--- config.mk ---
export PLATFORM = sky130hd
export DESIGN_NAME = maj_check_sequencer
export DESIGN_NICKNAME = d
export VERILOG_FILES = /design/src/rtl/maj_check_sequencer.sv
export SDC_FILE = /design/constraint.sdc
export NUM_CORES = 1
export LEC_CHECK = 0
export CAP_MARGIN = 5
export CORE_MARGIN = 2
export CORE_UTILIZATION = 55
export CTS_CLUSTER_SIZE = 16
export DETAILED_ROUTE_END_ITERATION = 10
export PLACE_DENSITY = 0.87
export SLEW_MARGIN = 10
export SYNTH_ARGS = -nofsm -noshare
export SYNTH_HDL_FRONTEND = slang
export SYNTH_SLANG_ARGS = --single-unit
--- constraint.sdc ---
create_clock -name clk -period 10.79 [get_ports clk]
set_input_delay 2.158 -clock clk [delete_from_list [all_inputs] [get_ports clk]]
set_output_delay 2.158 -clock clk [all_outputs]
set_load 0.03 [all_outputs]
--- src/rtl/maj_check_sequencer.sv ---
// Bounded stimulus/check controller for a majority netlist: drives x, compares y_dut after LAT edges.
// One vector per LAT+1 cycles; no backpressure, start is ignored while a run is in progress.
module maj_check_sequencer #(
  parameter int          N      = 43,
  parameter int          THRESH = 22,
  parameter int          LAT    = 0,
  parameter int          CNT_W  = 32,
  parameter logic [N-1:0] SEED  = N'(1)
) (
  input  logic             clk,
  input  logic             rst,
  input  logic             start,
  input  logic             mode,
  input  logic [CNT_W-1:0] num_vec,
  output logic [N-1:0]     x,
  input  logic             y_dut,
  output logic             busy,
  output logic             done,
  output logic [CNT_W-1:0] err_count,
  output logic             first_err_valid,
  output logic [N-1:0]     first_err_vec
);

  localparam int PW = $clog2(N + 1);
  localparam logic [3:0] LAT_C = 4'(LAT);

  function automatic logic [63:0] tb(input int t);
    tb = 64'd1 << (t - 1);
  endfunction

  // Maximal-length Fibonacci taps, indexed by register length.
  function automatic logic [N-1:0] tap_mask();
    logic [63:0] m;
    case (N)
      3:       m = tb(3)  | tb(2);
      5:       m = tb(5)  | tb(3);
      7:       m = tb(7)  | tb(6);
      9:       m = tb(9)  | tb(5);
      11:      m = tb(11) | tb(9);
      13:      m = tb(13) | tb(4)  | tb(3)  | tb(1);
      15:      m = tb(15) | tb(14);
      17:      m = tb(17) | tb(14);
      19:      m = tb(19) | tb(6)  | tb(2)  | tb(1);
      21:      m = tb(21) | tb(19);
      23:      m = tb(23) | tb(18);
      25:      m = tb(25) | tb(22);
      27:      m = tb(27) | tb(5)  | tb(2)  | tb(1);
      29:      m = tb(29) | tb(27);
      31:      m = tb(31) | tb(28);
      33:      m = tb(33) | tb(20);
      35:      m = tb(35) | tb(33);
      37:      m = tb(37) | tb(5)  | tb(4)  | tb(3) | tb(2) | tb(1);
      39:      m = tb(39) | tb(35);
      41:      m = tb(41) | tb(38);
      43:      m = tb(43) | tb(42) | tb(38) | tb(37);
      45:      m = tb(45) | tb(44) | tb(42) | tb(41);
      47:      m = tb(47) | tb(42);
      49:      m = tb(49) | tb(40);
      51:      m = tb(51) | tb(50) | tb(48) | tb(45);
      53:      m = tb(53) | tb(52) | tb(51) | tb(47);
      55:      m = tb(55) | tb(31);
      57:      m = tb(57) | tb(50);
      59:      m = tb(59) | tb(58) | tb(38) | tb(37);
      61:      m = tb(61) | tb(60) | tb(46) | tb(45);
      63:      m = tb(63) | tb(62);
      default: m = tb(N)  | tb(N - 1);
    endcase
    tap_mask = m[N-1:0];
  endfunction

  localparam logic [N-1:0] TAPS = tap_mask();

  typedef enum logic [1:0] {IDLE, RUN, DONE} state_t;

  state_t           state_q, state_d;
  logic [N-1:0]     x_q;
  logic             mode_q;
  logic [CNT_W-1:0] num_vec_q;
  logic [CNT_W-1:0] vec_cnt_q;
  logic [CNT_W-1:0] err_count_q;
  logic [3:0]       hold_q;
  logic             fev_q;
  logic [N-1:0]     fevec_q;

  logic [PW-1:0]    pop;
  logic             ref_bit;
  logic             fb;
  logic [N-1:0]     x_next;
  logic             accept, cmp, last, mismatch;

  always_comb begin
    pop = '0;
    for (int i = 0; i < N; i++) pop = pop + PW'(x_q[i]);
  end

  assign ref_bit  = ({{(32 - PW){1'b0}}, pop} >= THRESH);
  assign fb       = ^(x_q & TAPS);
  assign x_next   = mode_q ? {x_q[N-2:0], fb} : x_q + N'(1);
  assign mismatch = cmp & (y_dut ^ ref_bit);

  always_ff @(posedge clk) begin
    if (rst) state_q <= IDLE;
    else     state_q <= state_d;
  end

  always_comb begin
    state_d = state_q;
    accept  = 1'b0;
    cmp     = 1'b0;
    last    = 1'b0;
    case (state_q)
      IDLE, DONE: begin
        if (start) begin
          accept  = 1'b1;
          state_d = (num_vec != '0) ? RUN : DONE;
        end
      end
      RUN: begin
        if (hold_q == LAT_C) begin
          cmp = 1'b1;
          if (vec_cnt_q == num_vec_q - CNT_W'(1)) begin
            last    = 1'b1;
            state_d = DONE;
          end
        end
      end
      default: state_d = IDLE;
    endcase
  end

  always_ff @(posedge clk) begin
    if (rst) begin
      x_q         <= '0;
      mode_q      <= 1'b0;
      num_vec_q   <= '0;
      vec_cnt_q   <= '0;
      err_count_q <= '0;
      hold_q      <= '0;
      fev_q       <= 1'b0;
      fevec_q     <= '0;
    end else if (accept) begin
      mode_q      <= mode;
      num_vec_q   <= num_vec;
      vec_cnt_q   <= '0;
      err_count_q <= '0;
      hold_q      <= '0;
      fev_q       <= 1'b0;
      fevec_q     <= '0;
      x_q         <= (num_vec == '0) ? '0 : (mode ? SEED : '0);
    end else if (state_q == RUN) begin
      if (cmp) begin
        if (mismatch) begin
          if (err_count_q != '1) err_count_q <= err_count_q + CNT_W'(1);
          if (!fev_q) begin
            fev_q   <= 1'b1;
            fevec_q <= x_q;
          end
        end
        vec_cnt_q <= vec_cnt_q + CNT_W'(1);
        hold_q    <= '0;
        x_q       <= last ? '0 : x_next;
      end else begin
        hold_q <= hold_q + 4'd1;
      end
    end
  end

  assign x               = x_q;
  assign busy            = (state_q == RUN);
  assign done            = (state_q == DONE);
  assign err_count       = err_count_q;
  assign first_err_valid = fev_q;
  assign first_err_vec   = fevec_q;

endmodule

==> tab_implementation.tex, run 1 <==
\begin{tabular}{lr}
\hline
Metric & Value \\
\hline
\multicolumn{2}{l}{\textbf{Drt}} \\
\quad Routed WL per cell & roughly 16 microns \\
\quad Vias after detailed routing & roughly 10000 \\
\quad First-iteration detailed-routing DRC count & about 620 \\
\quad Number of nets with antenna violations after detailed routing & 0 \\
\quad Initial DRT Pass Iterations & 5 \\
\quad Detailed-route vias per instance & about 5.7 \\
\quad Remaining routing DRC violations & 0 \\
\quad Post-detailed-routing wire length & $\sim$28 mm \\
\multicolumn{2}{l}{\textbf{Synthesis}} \\
\quad Most frequent cell after synthesis & sky130\_fd\_sc\_hd\_\_nand2\_1 \\
\quad Number of distinct library cells after synthesis & 72 \\
\quad Synthesized instance count & $\sim$1400 \\
\quad Number of enable-type register cells in the synthesized netlist & 0 \\
\quad Netlist area before placement & around 0.011 sq mm \\
\quad Area share of the leading cell type in the synthesized netlist & 0.351 \\
\quad Most instantiated flip-flop cell in the synthesis netlist & sky130\_fd\_sc\_hd\_\_dfxtp\_1 \\
\quad Sequential cell area fraction in the yosys report & 0.351 \\
\quad Synth area leaders & sky130\_fd\_sc\_hd\_\_dfxtp\_1 35\%, sky130\_fd\_sc\_hd\_\_nand2\_1 7.7\%, sky130\_fd\_sc\_hd\_\_fa\_1 6.3\%, sky130\_fd\_sc\_hd\_\_xnor2\_1 6.1\%, sky130\_fd\_sc\_hd\_\_a21oi\_1 5.8\% \\
\quad Syn\_area\_per\_cell & $\sim$7.9 sq um \\
\quad Yosys reg bits & 190 \\
\quad Yosys top cell by area & sky130\_fd\_sc\_hd\_\_dfxtp\_1 \\
\quad Async set or reset register ratio after synthesis & 0 \\
\quad Total number of yosys warnings & 0 \\
\quad Synth cell count leaders & 223 x sky130\_fd\_sc\_hd\_\_nand2\_1, 190 x sky130\_fd\_sc\_hd\_\_dfxtp\_1, 126 x sky130\_fd\_sc\_hd\_\_a21oi\_1 \\
\quad Nets in the synthesized netlist & between 1000 and 1500 \\
\multicolumn{2}{l}{\textbf{Critical path}} \\
\quad Slowest stage delay, CP & 0.88 ns \\
\quad Type of destination of the critical path & register \\
\quad CP max FO & 22 \\
\quad Cell repeated most along the worst path & sky130\_fd\_sc\_hd\_\_fa\_1 \\
\quad Data arrival time at the worst-slack endpoint & slightly above 8 ns \\
\quad Launching element type of the critical path & register \\
\quad Cell-by-cell listing of the critical path & inv\_1 -> fa\_1 -> inv\_1 -> fa\_1 -> inv\_1 -> fa\_1 -> fa\_1 -> fa\_1 -> fa\_1 -> fa\_1 -> inv\_1 -> fa\_1 -> inv\_1 -> fa\_1 -> nor2b\_1 -> o21a\_1 -> or3\_1 -> o211a\_1 -> o21ai\_0 -> nand3\_1 -> nor4\_1 -> a31oi\_1 -> a41o\_1 \\
\quad Type of the worst setup path & register to register \\
\quad Worst EP required & between 10 and 15 ns \\
\quad Cell with the largest stage delay on the worst path & sky130\_fd\_sc\_hd\_\_nor4\_1 \\
\quad Reg-to-reg slack, setup & between 2 and 3 ns \\
\multicolumn{2}{l}{\textbf{Timing}} \\
\quad Remaining max-slew budget at the tightest pin & 0.290 \\
\quad Setup TNS & 0 ns \\
\quad Final worst slack & $\sim$2.9 ns \\
\quad Setup skew after layout & 0.0118 ns \\
\quad Post-layout min period & approximately 7.9 ns \\
\quad Endpoints failing hold & 0 \\
\quad Final number of max-transition violations & 0 \\
\quad F\_max & around 130 MHz \\
\quad Worst Hold Margin & 0.451 ns \\
\quad Slew of the pin with the lowest slew margin & approximately 1.1 ns \\
\quad Period utilization & 0.732 \\
\quad Number of setup violations in the final report & 0 \\
\quad RSZ-0062 raised after global routing & no \\
\multicolumn{2}{l}{\textbf{Floorplan}} \\
\quad Width of the chip & about 140 microns \\
\quad Number of top-level pins & 158 \\
\quad Area enclosed by the die boundary & roughly 0.021 sq mm \\
\quad Chip height & roughly 140 microns \\
\quad Std-Cell Core Area & between 0.015 and 0.02 sq mm \\
\quad Number of core rows & slightly above 50 \\
\quad Effective utilization at floorplan & 0.559 \\
\multicolumn{2}{l}{\textbf{GRT}} \\
\quad Global-route wire length before repair & between 40 and 50 mm \\
\quad Initial antenna violation count & 0 \\
\quad Global routing met3 resource utilization & 0.0533 \\
\quad Met2 Track Usage GR & 0.474 \\
\quad Largest net degree at the start of global routing & 64 \\
\quad GR met1 Demand/Resource & 0.333 \\
\quad Layer carrying the most global-route usage & met2 \\
\quad Number of global-route vias before repair & around 9400 \\
\quad Gr usage total & 0.271 \\
\quad Total congestion overflow & 0 \\
\multicolumn{2}{l}{\textbf{Final layout}} \\
\quad Number of antenna diodes & 0 \\
\quad Number of nets in the final layout & $\sim$1600 \\
\quad Layout-stage area growth over the synthesis result & 20.3\% \\
\quad Final standard cell count with taps included and fillers excluded & approximately 1700 \\
\quad Ratio of cells with drive above 1 in the final layout & 0.0419 \\
\multicolumn{2}{l}{\textbf{Place}} \\
\quad Inst Count DP & between 1500 and 2000 \\
\quad GPL Wtd Cong & between 0.9 and 1 \\
\quad Port-buffer cells & 157 \\
\quad Detailed placement HPWL & about 20 mm \\
\quad Placement-stage worst setup slack & 2.99 ns \\
\multicolumn{2}{l}{\textbf{Job}} \\
\quad \# Max-Cap Violations & 0 \\
\multicolumn{2}{l}{\textbf{Power and ir drop}} \\
\quad Total chip power & 1.54 mW \\
\quad Cell Pwr Density & $\sim$120 mW/mm\^{}2 \\
\quad Worst voltage drop across the vdd grid & 140 uV \\
\quad LEAKAGE & 4.40 nW \\
\multicolumn{2}{l}{\textbf{Clock network}} \\
\quad H-Tree Depth & 4 \\
\quad Root cell of the clock tree & sky130\_fd\_sc\_hd\_\_clkbuf\_16 \\
\quad Setup repair bufs after CTS & 0 \\
\quad Worst-path clk slew & 0.07 ns \\
\quad CTS hold repair buffers & 0 \\
\quad Clock latency on the worst-skew pair & between 0.4 and 0.5 ns \\
\quad Total CTS buffers & 17 \\
\quad CTS Sinks & 190 \\
\quad Number of buffers between clock root and the deepest sink & 2 \\
\quad Number of gates resized after cts & 0 \\
\quad TritonCTS clock tree & built \\
\multicolumn{2}{l}{\textbf{Outcome}} \\
\quad Result of the run & completed \\
\multicolumn{2}{l}{\textbf{Hold path}} \\
\quad Path category of the worst min-delay check & register to register \\
\hline
\end{tabular}
-- metal layers --
metal,share of wire,routed length [microns]
met5,0,0
met4,0.022,619
met3,0.060,1660
met2,0.51,14000
met1,0.41,11300
-- report_power, final --
group	switching [mW]	internal, mW
Combinational	0.103	0.0660
Sequential	0.0203	0.711
Clock	0.275	0.369
Total	0.398	1.15
-- through the flow --
stage	cell area, sq um	util
3_5_place_dp	12500	0.642
6_report	13000	0.672
4_1_cts	13000	0.672
3_3_place_gp	12500	0.642
5_1_grt	13000	0.672
2_1_floorplan	10800	-
-- final timing paths --
check                                       start                end  cells past startpoint
worst min-delay path            first_err_vec[20]  first_err_vec[20]                      2
worst max register to register              x[11]      err_count[23]                     23
worst min register to register  first_err_vec[20]  first_err_vec[20]                      2
worst max-delay path                        x[11]      err_count[23]                     23
-- registers in the layout (all words and copies together) (netlist names) --
name	count
hold_q	4
vec_cnt_q	32
num_vec_q	32
err_count	32
first_err_vec	43
first_err_valid	1
mode_q	1
x	43
state_q	2
-- kinds of logic after synthesis --
logic type,share of synthesized area
AND/OR/NAND/NOR,0.252
AO/OA/AOI/OAI,0.158
flip-flops,0.351
buffers and inverters,0.0632
XOR/XNOR,0.0864
adder cells (fa/ha/maj),0.0812
multiplexers,0.00877
-- worst max-delay path, delay by kind of cell, from the launching register on --
family / cells / cell delay, ns
AO/OA/AOI/OAI: 5 / 0.96
adder cells (fa/ha/maj): 9 / 4.05
buffers and inverters: 5 / 0.38
flip-flops: 1 / 0.49
AND/OR/NAND/NOR: 4 / 1.89
-- layout make-up --
| type | count | area [sq um] |
|---|---|---|
| clock inverters | 10 | 139 |
| repair buffers | 165 | 1630 |
| inverters | 85 | 319 |
| flip-flops and latches | 190 | 3800 |
| fillers | 1635 | 6360 |
| well taps | 265 | 332 |
| multi-input cells | 1010 | 6360 |
| clock buffers | 20 | 447 |
-- placed cells by master (no fill, tap or decap), types with 25 or more instances in the layout --
cell,count
sky130_fd_sc_hd__nor4_1,29
sky130_fd_sc_hd__nor3_1,25
sky130_fd_sc_hd__dfxtp_1,189
sky130_fd_sc_hd__nand3_1,31
sky130_fd_sc_hd__o21ai_0,36
sky130_fd_sc_hd__o22ai_1,34
sky130_fd_sc_hd__xor2_1,32
sky130_fd_sc_hd__a21oi_1,126
sky130_fd_sc_hd__or3_1,26
sky130_fd_sc_hd__xnor2_1,75
sky130_fd_sc_hd__nand4_1,32
sky130_fd_sc_hd__inv_1,85
sky130_fd_sc_hd__fa_1,34
sky130_fd_sc_hd__nor2_1,114
sky130_fd_sc_hd__nand2_1,223
sky130_fd_sc_hd__clkdlybuf4s50_1,157
Note: power is estimated with default switching activity, not from simulation.
==> inputs of run 2 (changes only) <==
- clock period: 10.79 -> 7.5 ns (I/O delays scaled with it)
==> run 2 against run 1 <==
  * Power increased by 46%
  * Fmax increased by 12%
  * Sequential cell count is the same
  * Clock-buffer cell count is 3 lower
  * Non-clock buffer count up 6
  * Critical endpoint is now err_count[15]
  * Critical path depth rose by 1
  * Clock skew fell by 0.0024 ns
  * Setup slack lost 2.4 ns
  * Sequential share of layout area decreased by 0.17 points
  * Clock power up 50%
==> tab_implementation.tex, run 2 (synthesized netlist as in run 1, its figures left out) <==
\begin{tabular}{lr}
\hline
Metric & Value \\
\hline
\multicolumn{2}{l}{\textbf{Outcome}} \\
\quad Result of the run & completed \\
\multicolumn{2}{l}{\textbf{Critical path}} \\
\quad End of the worst register-to-register path & err\_count[15] \\
\quad Cell-by-cell listing of the critical path & inv\_1 -> fa\_1 -> inv\_1 -> fa\_1 -> inv\_1 -> fa\_1 -> fa\_1 -> fa\_1 -> fa\_1 -> fa\_1 -> inv\_1 -> fa\_1 -> inv\_1 -> fa\_1 -> nor2b\_1 -> o21a\_1 -> or3\_1 -> o211a\_1 -> o21ai\_0 -> nand3\_1 -> buf\_4 -> nor4\_1 -> xnor2\_1 -> nor2\_1 \\
\quad Slowest stage delay, CP & 0.55 ns (-0.33 ns) \\
\quad Type of destination of the critical path & register \\
\quad Total buffers and inverters traversed by the critical path & 6 (+1) \\
\quad CP max FO & 20 (-9.1\%) \\
\quad Reg2Reg Depth & 24 (+4.3\%) \\
\quad Reg-to-reg slack, setup & 0.47 ns (-2.42 ns) \\
\quad Launching element type of the critical path & register \\
\quad Cell repeated most along the worst path & sky130\_fd\_sc\_hd\_\_fa\_1 \\
\quad Delay-heaviest family, CP & adder cells \\
\quad Worst EP required & 7.81 ns (-3.31 ns) \\
\quad Launch point of the worst reg-to-reg path & x[13] \\
\quad Cell with the largest stage delay on the worst path & sky130\_fd\_sc\_hd\_\_fa\_1 \\
\quad Type of the worst setup path & register to register \\
\quad Data arrival time at the worst-slack endpoint & 7.34 ns (-0.89 ns) \\
\multicolumn{2}{l}{\textbf{GRT}} \\
\quad Met2 Track Usage GR & 0.486 (+0.0125) \\
\quad Number of global-route vias before repair & 9721 (+3.2\%) \\
\quad Largest net degree at the start of global routing & 57 (-11\%) \\
\quad Gr usage total & 0.275 (+0.00406) \\
\quad Total congestion overflow & 0 (unchanged) \\
\quad Global-route wire length before repair & 46.1 mm (+1.6\%) \\
\quad Global routing met3 resource utilization & 0.0530 (-0.000331) \\
\quad GR met1 Demand/Resource & 0.331 (-0.00216) \\
\quad Layer carrying the most global-route usage & met2 \\
\quad Initial antenna violation count & 0 (unchanged) \\
\multicolumn{2}{l}{\textbf{Hold path}} \\
\quad Worst hold stages & 2 (unchanged) \\
\quad Path category of the worst min-delay check & register to register \\
\quad Hold path startpoint & first\_err\_vec[12] \\
\quad End point of the most critical hold path & first\_err\_vec[12] \\
\multicolumn{2}{l}{\textbf{Clock network}} \\
\quad Root cell of the clock tree & sky130\_fd\_sc\_hd\_\_clkbuf\_16 \\
\quad Total CTS buffers & 17 (unchanged) \\
\quad CTS Sinks & 190 (unchanged) \\
\quad Worst-path clk slew & 0.07 ns (about the same) \\
\quad TritonCTS clock tree & built \\
\quad H-Tree Depth & 4 (unchanged) \\
\quad Clock latency on the worst-skew pair & 0.44 ns (about the same) \\
\quad Setup repair bufs after CTS & 0 (unchanged) \\
\quad CTS hold repair buffers & 0 (unchanged) \\
\quad Number of buffers between clock root and the deepest sink & 2 (unchanged) \\
\multicolumn{2}{l}{\textbf{Power and ir drop}} \\
\quad LEAKAGE & 4.45 nW (+1.0\%) \\
\quad Total chip power & 2.26 mW (+46\%) \\
\quad Worst voltage drop across the vdd grid & 187 uV (+33\%) \\
\quad Cell Pwr Density & 172 mW/mm\^{}2 (+46\%) \\
\multicolumn{2}{l}{\textbf{Drt}} \\
\quad Remaining routing DRC violations & 0 (unchanged) \\
\quad First-iteration detailed-routing DRC count & 773 (+25\%) \\
\quad Routed WL per cell & 16.2 microns (+2.0\%) \\
\quad Detailed-route vias per instance & 5.82 (+1.3\%) \\
\quad Number of nets with antenna violations after detailed routing & 0 (unchanged) \\
\quad Post-detailed-routing wire length & 28.3 mm (+2.3\%) \\
\quad Initial DRT Pass Iterations & 7 (+2) \\
\quad Vias after detailed routing & 10200 (+1.7\%) \\
\multicolumn{2}{l}{\textbf{Floorplan}} \\
\quad Effective utilization at floorplan & 0.559 (unchanged) \\
\quad Std-Cell Core Area & 0.0194 sq mm (unchanged) \\
\quad Number of core rows & 51 (unchanged) \\
\quad Chip height & 144 microns (unchanged) \\
\quad Width of the chip & 144 microns (unchanged) \\
\quad Number of top-level pins & 158 (unchanged) \\
\quad Area enclosed by the die boundary & 0.0209 sq mm (unchanged) \\
\multicolumn{2}{l}{\textbf{Timing}} \\
\quad Post-layout min period & 7.03 ns (-0.871 ns) \\
\quad Setup skew after layout & 0.00949 ns (-0.00236 ns) \\
\quad Final number of max-transition violations & 0 (unchanged) \\
\quad Setup TNS & 0 ns (unchanged) \\
\quad RSZ-0062 raised after global routing & no \\
\quad F\_max & 142 MHz (+12\%) \\
\quad Slew of the pin with the lowest slew margin & 1.08 ns (+0.0159 ns) \\
\quad Endpoints failing hold & 0 (unchanged) \\
\quad Remaining max-slew budget at the tightest pin & 0.278 (-0.0114) \\
\quad Number of setup violations in the final report & 0 (unchanged) \\
\quad Period utilization & 0.937 (+0.205) \\
\multicolumn{2}{l}{\textbf{Place}} \\
\quad Inst Count DP & 1721 (+0.35\%) \\
\quad Detailed placement HPWL & 20.1 mm (+0.35\%) \\
\quad Instance area after placement & 0.0125 sq mm (+0.36\%) \\
\quad GPL Wtd Cong & 0.899 (-0.74\%) \\
\quad Port-buffer cells & 157 (unchanged) \\
\multicolumn{2}{l}{\textbf{Job}} \\
\quad \# Max-Cap Violations & 0 (unchanged) \\
\multicolumn{2}{l}{\textbf{Final layout}} \\
\quad Final standard cell area without fillers & 0.0131 sq mm (+0.60\%) \\
\quad Commonest non-fill, non-tap cell in the layout & sky130\_fd\_sc\_hd\_\_nand2\_1 \\
\quad Ratio of cells with drive above 1 in the final layout & 0.0478 (+0.00589) \\
\quad Commonest cells after routing, fill and taps aside & 223 x sky130\_fd\_sc\_hd\_\_nand2\_1, 189 x sky130\_fd\_sc\_hd\_\_dfxtp\_1, 157 x sky130\_fd\_sc\_hd\_\_clkdlybuf4s50\_1 \\
\quad Layout-stage area growth over the synthesis result & 21.0\% \\
\quad Number of nets in the final layout & 1562 (+0.39\%) \\
\quad Number of antenna diodes & 0 (unchanged) \\
\quad Final standard cell count with taps included and fillers excluded & 1751 (+0.34\%) \\
\hline
\end{tabular}
## run 2: changes by cell type in the layout (fill, tap and decap cells not counted)
cell	before	now
sky130_fd_sc_hd__inv_6	2	4
sky130_fd_sc_hd__clkbuf_8	1	0
sky130_fd_sc_hd__nor4_1	29	28
sky130_fd_sc_hd__clkbuf_1	2	0
sky130_fd_sc_hd__buf_4	8	14
sky130_fd_sc_hd__nor4_2	3	4
sky130_fd_sc_hd__bufinv_16	3	4
## run 2: timing repair
| item | CTS | global route |
|---|---|---|
| endpoints found under the hold margin | 0 | 0 |
| gates resized for setup | 0 | 1 |
| setup endpoints to repair | 0 | 2 |
## run 2: where the power goes
group          switching [mW]  internal (mW)  leakage, nW
registers              0.0285           1.02         1.54
clock network           0.406          0.557        0.300
logic                   0.150         0.0950         2.61
## run 2: layout make-up
cell class / count / area [sq um]
clock buffers: 17 / 425
inverters: 85 / 319
clock inverters: 13 / 186
repair buffers: 171 / 1680
well taps: 265 / 332
multi-input cells: 1010 / 6370
flip-flops and latches: 190 / 3800
fillers: 1623 / 6280
## run 2: metal layers
| metal | part of all wire | wire [microns] | up-vias |
|---|---|---|---|
| met2 | 0.51 | 14300 | 354 |
| met1 | 0.40 | 11300 | 4847 |
| met5 | 0 | 0 | - |
| li1 | - | - | 4937 |
| met4 | 0.024 | 683 | 0 |
| met3 | 0.069 | 1960 | 56 |
## run 2: worst max path at each step
stage	startpoint	to	slack, ns	depth (start not counted)
finish	x[13]	err_count[15]	0.47	24
global route	x[13]	err_count[9]	0.12	24
CTS	x[13]	err_count[23]	0.30	23
detailed placement	x[13]	err_count[23]	0.39	23
global placement	x[13]	err_count[25]	0.58	23
floorplan	x[11]	err_count[23]	0.54	24
## run 2: through the flow
stage | hold slack [ns] | setup slack, ns | util
after floorplan | 0.448 | 0.538 | -
after global placement | 0.440 | 0.583 | 0.644
after detailed placement | 0.447 | 0.391 | 0.644
after CTS | 0.456 | 0.304 | 0.676
after global routing | 0.470 | 0.119 | 0.676
final | 0.452 | 0.474 | 0.676
## run 2: worst reg2reg max path, cell delays in order, from the launching register on
cell	delay [ns]
sky130_fd_sc_hd__dfxtp_1	0.43
sky130_fd_sc_hd__inv_1	0.13
sky130_fd_sc_hd__fa_1	0.52
sky130_fd_sc_hd__inv_1	0.06
sky130_fd_sc_hd__fa_1	0.49
sky130_fd_sc_hd__inv_1	0.06
sky130_fd_sc_hd__fa_1	0.46
sky130_fd_sc_hd__fa_1	0.49
sky130_fd_sc_hd__fa_1	0.55
sky130_fd_sc_hd__fa_1	0.43
sky130_fd_sc_hd__fa_1	0.49
sky130_fd_sc_hd__inv_1	0.05
sky130_fd_sc_hd__fa_1	0.39
sky130_fd_sc_hd__inv_1	0.09
sky130_fd_sc_hd__fa_1	0.19
sky130_fd_sc_hd__nor2b_1	0.07
sky130_fd_sc_hd__o21a_1	0.18
sky130_fd_sc_hd__or3_1	0.31
sky130_fd_sc_hd__o211a_1	0.16
sky130_fd_sc_hd__o21ai_0	0.23
sky130_fd_sc_hd__nand3_1	0.21
sky130_fd_sc_hd__buf_4	0.28
sky130_fd_sc_hd__nor4_1	0.38
sky130_fd_sc_hd__xnor2_1	0.17
sky130_fd_sc_hd__nor2_1	0.05
==> inputs of run 3 (changes only) <==
- CAP_MARGIN: 5 -> 20
==> results of run 3 <==
Same layout as run 2: the final DEF is identical, and so are final timing and power.
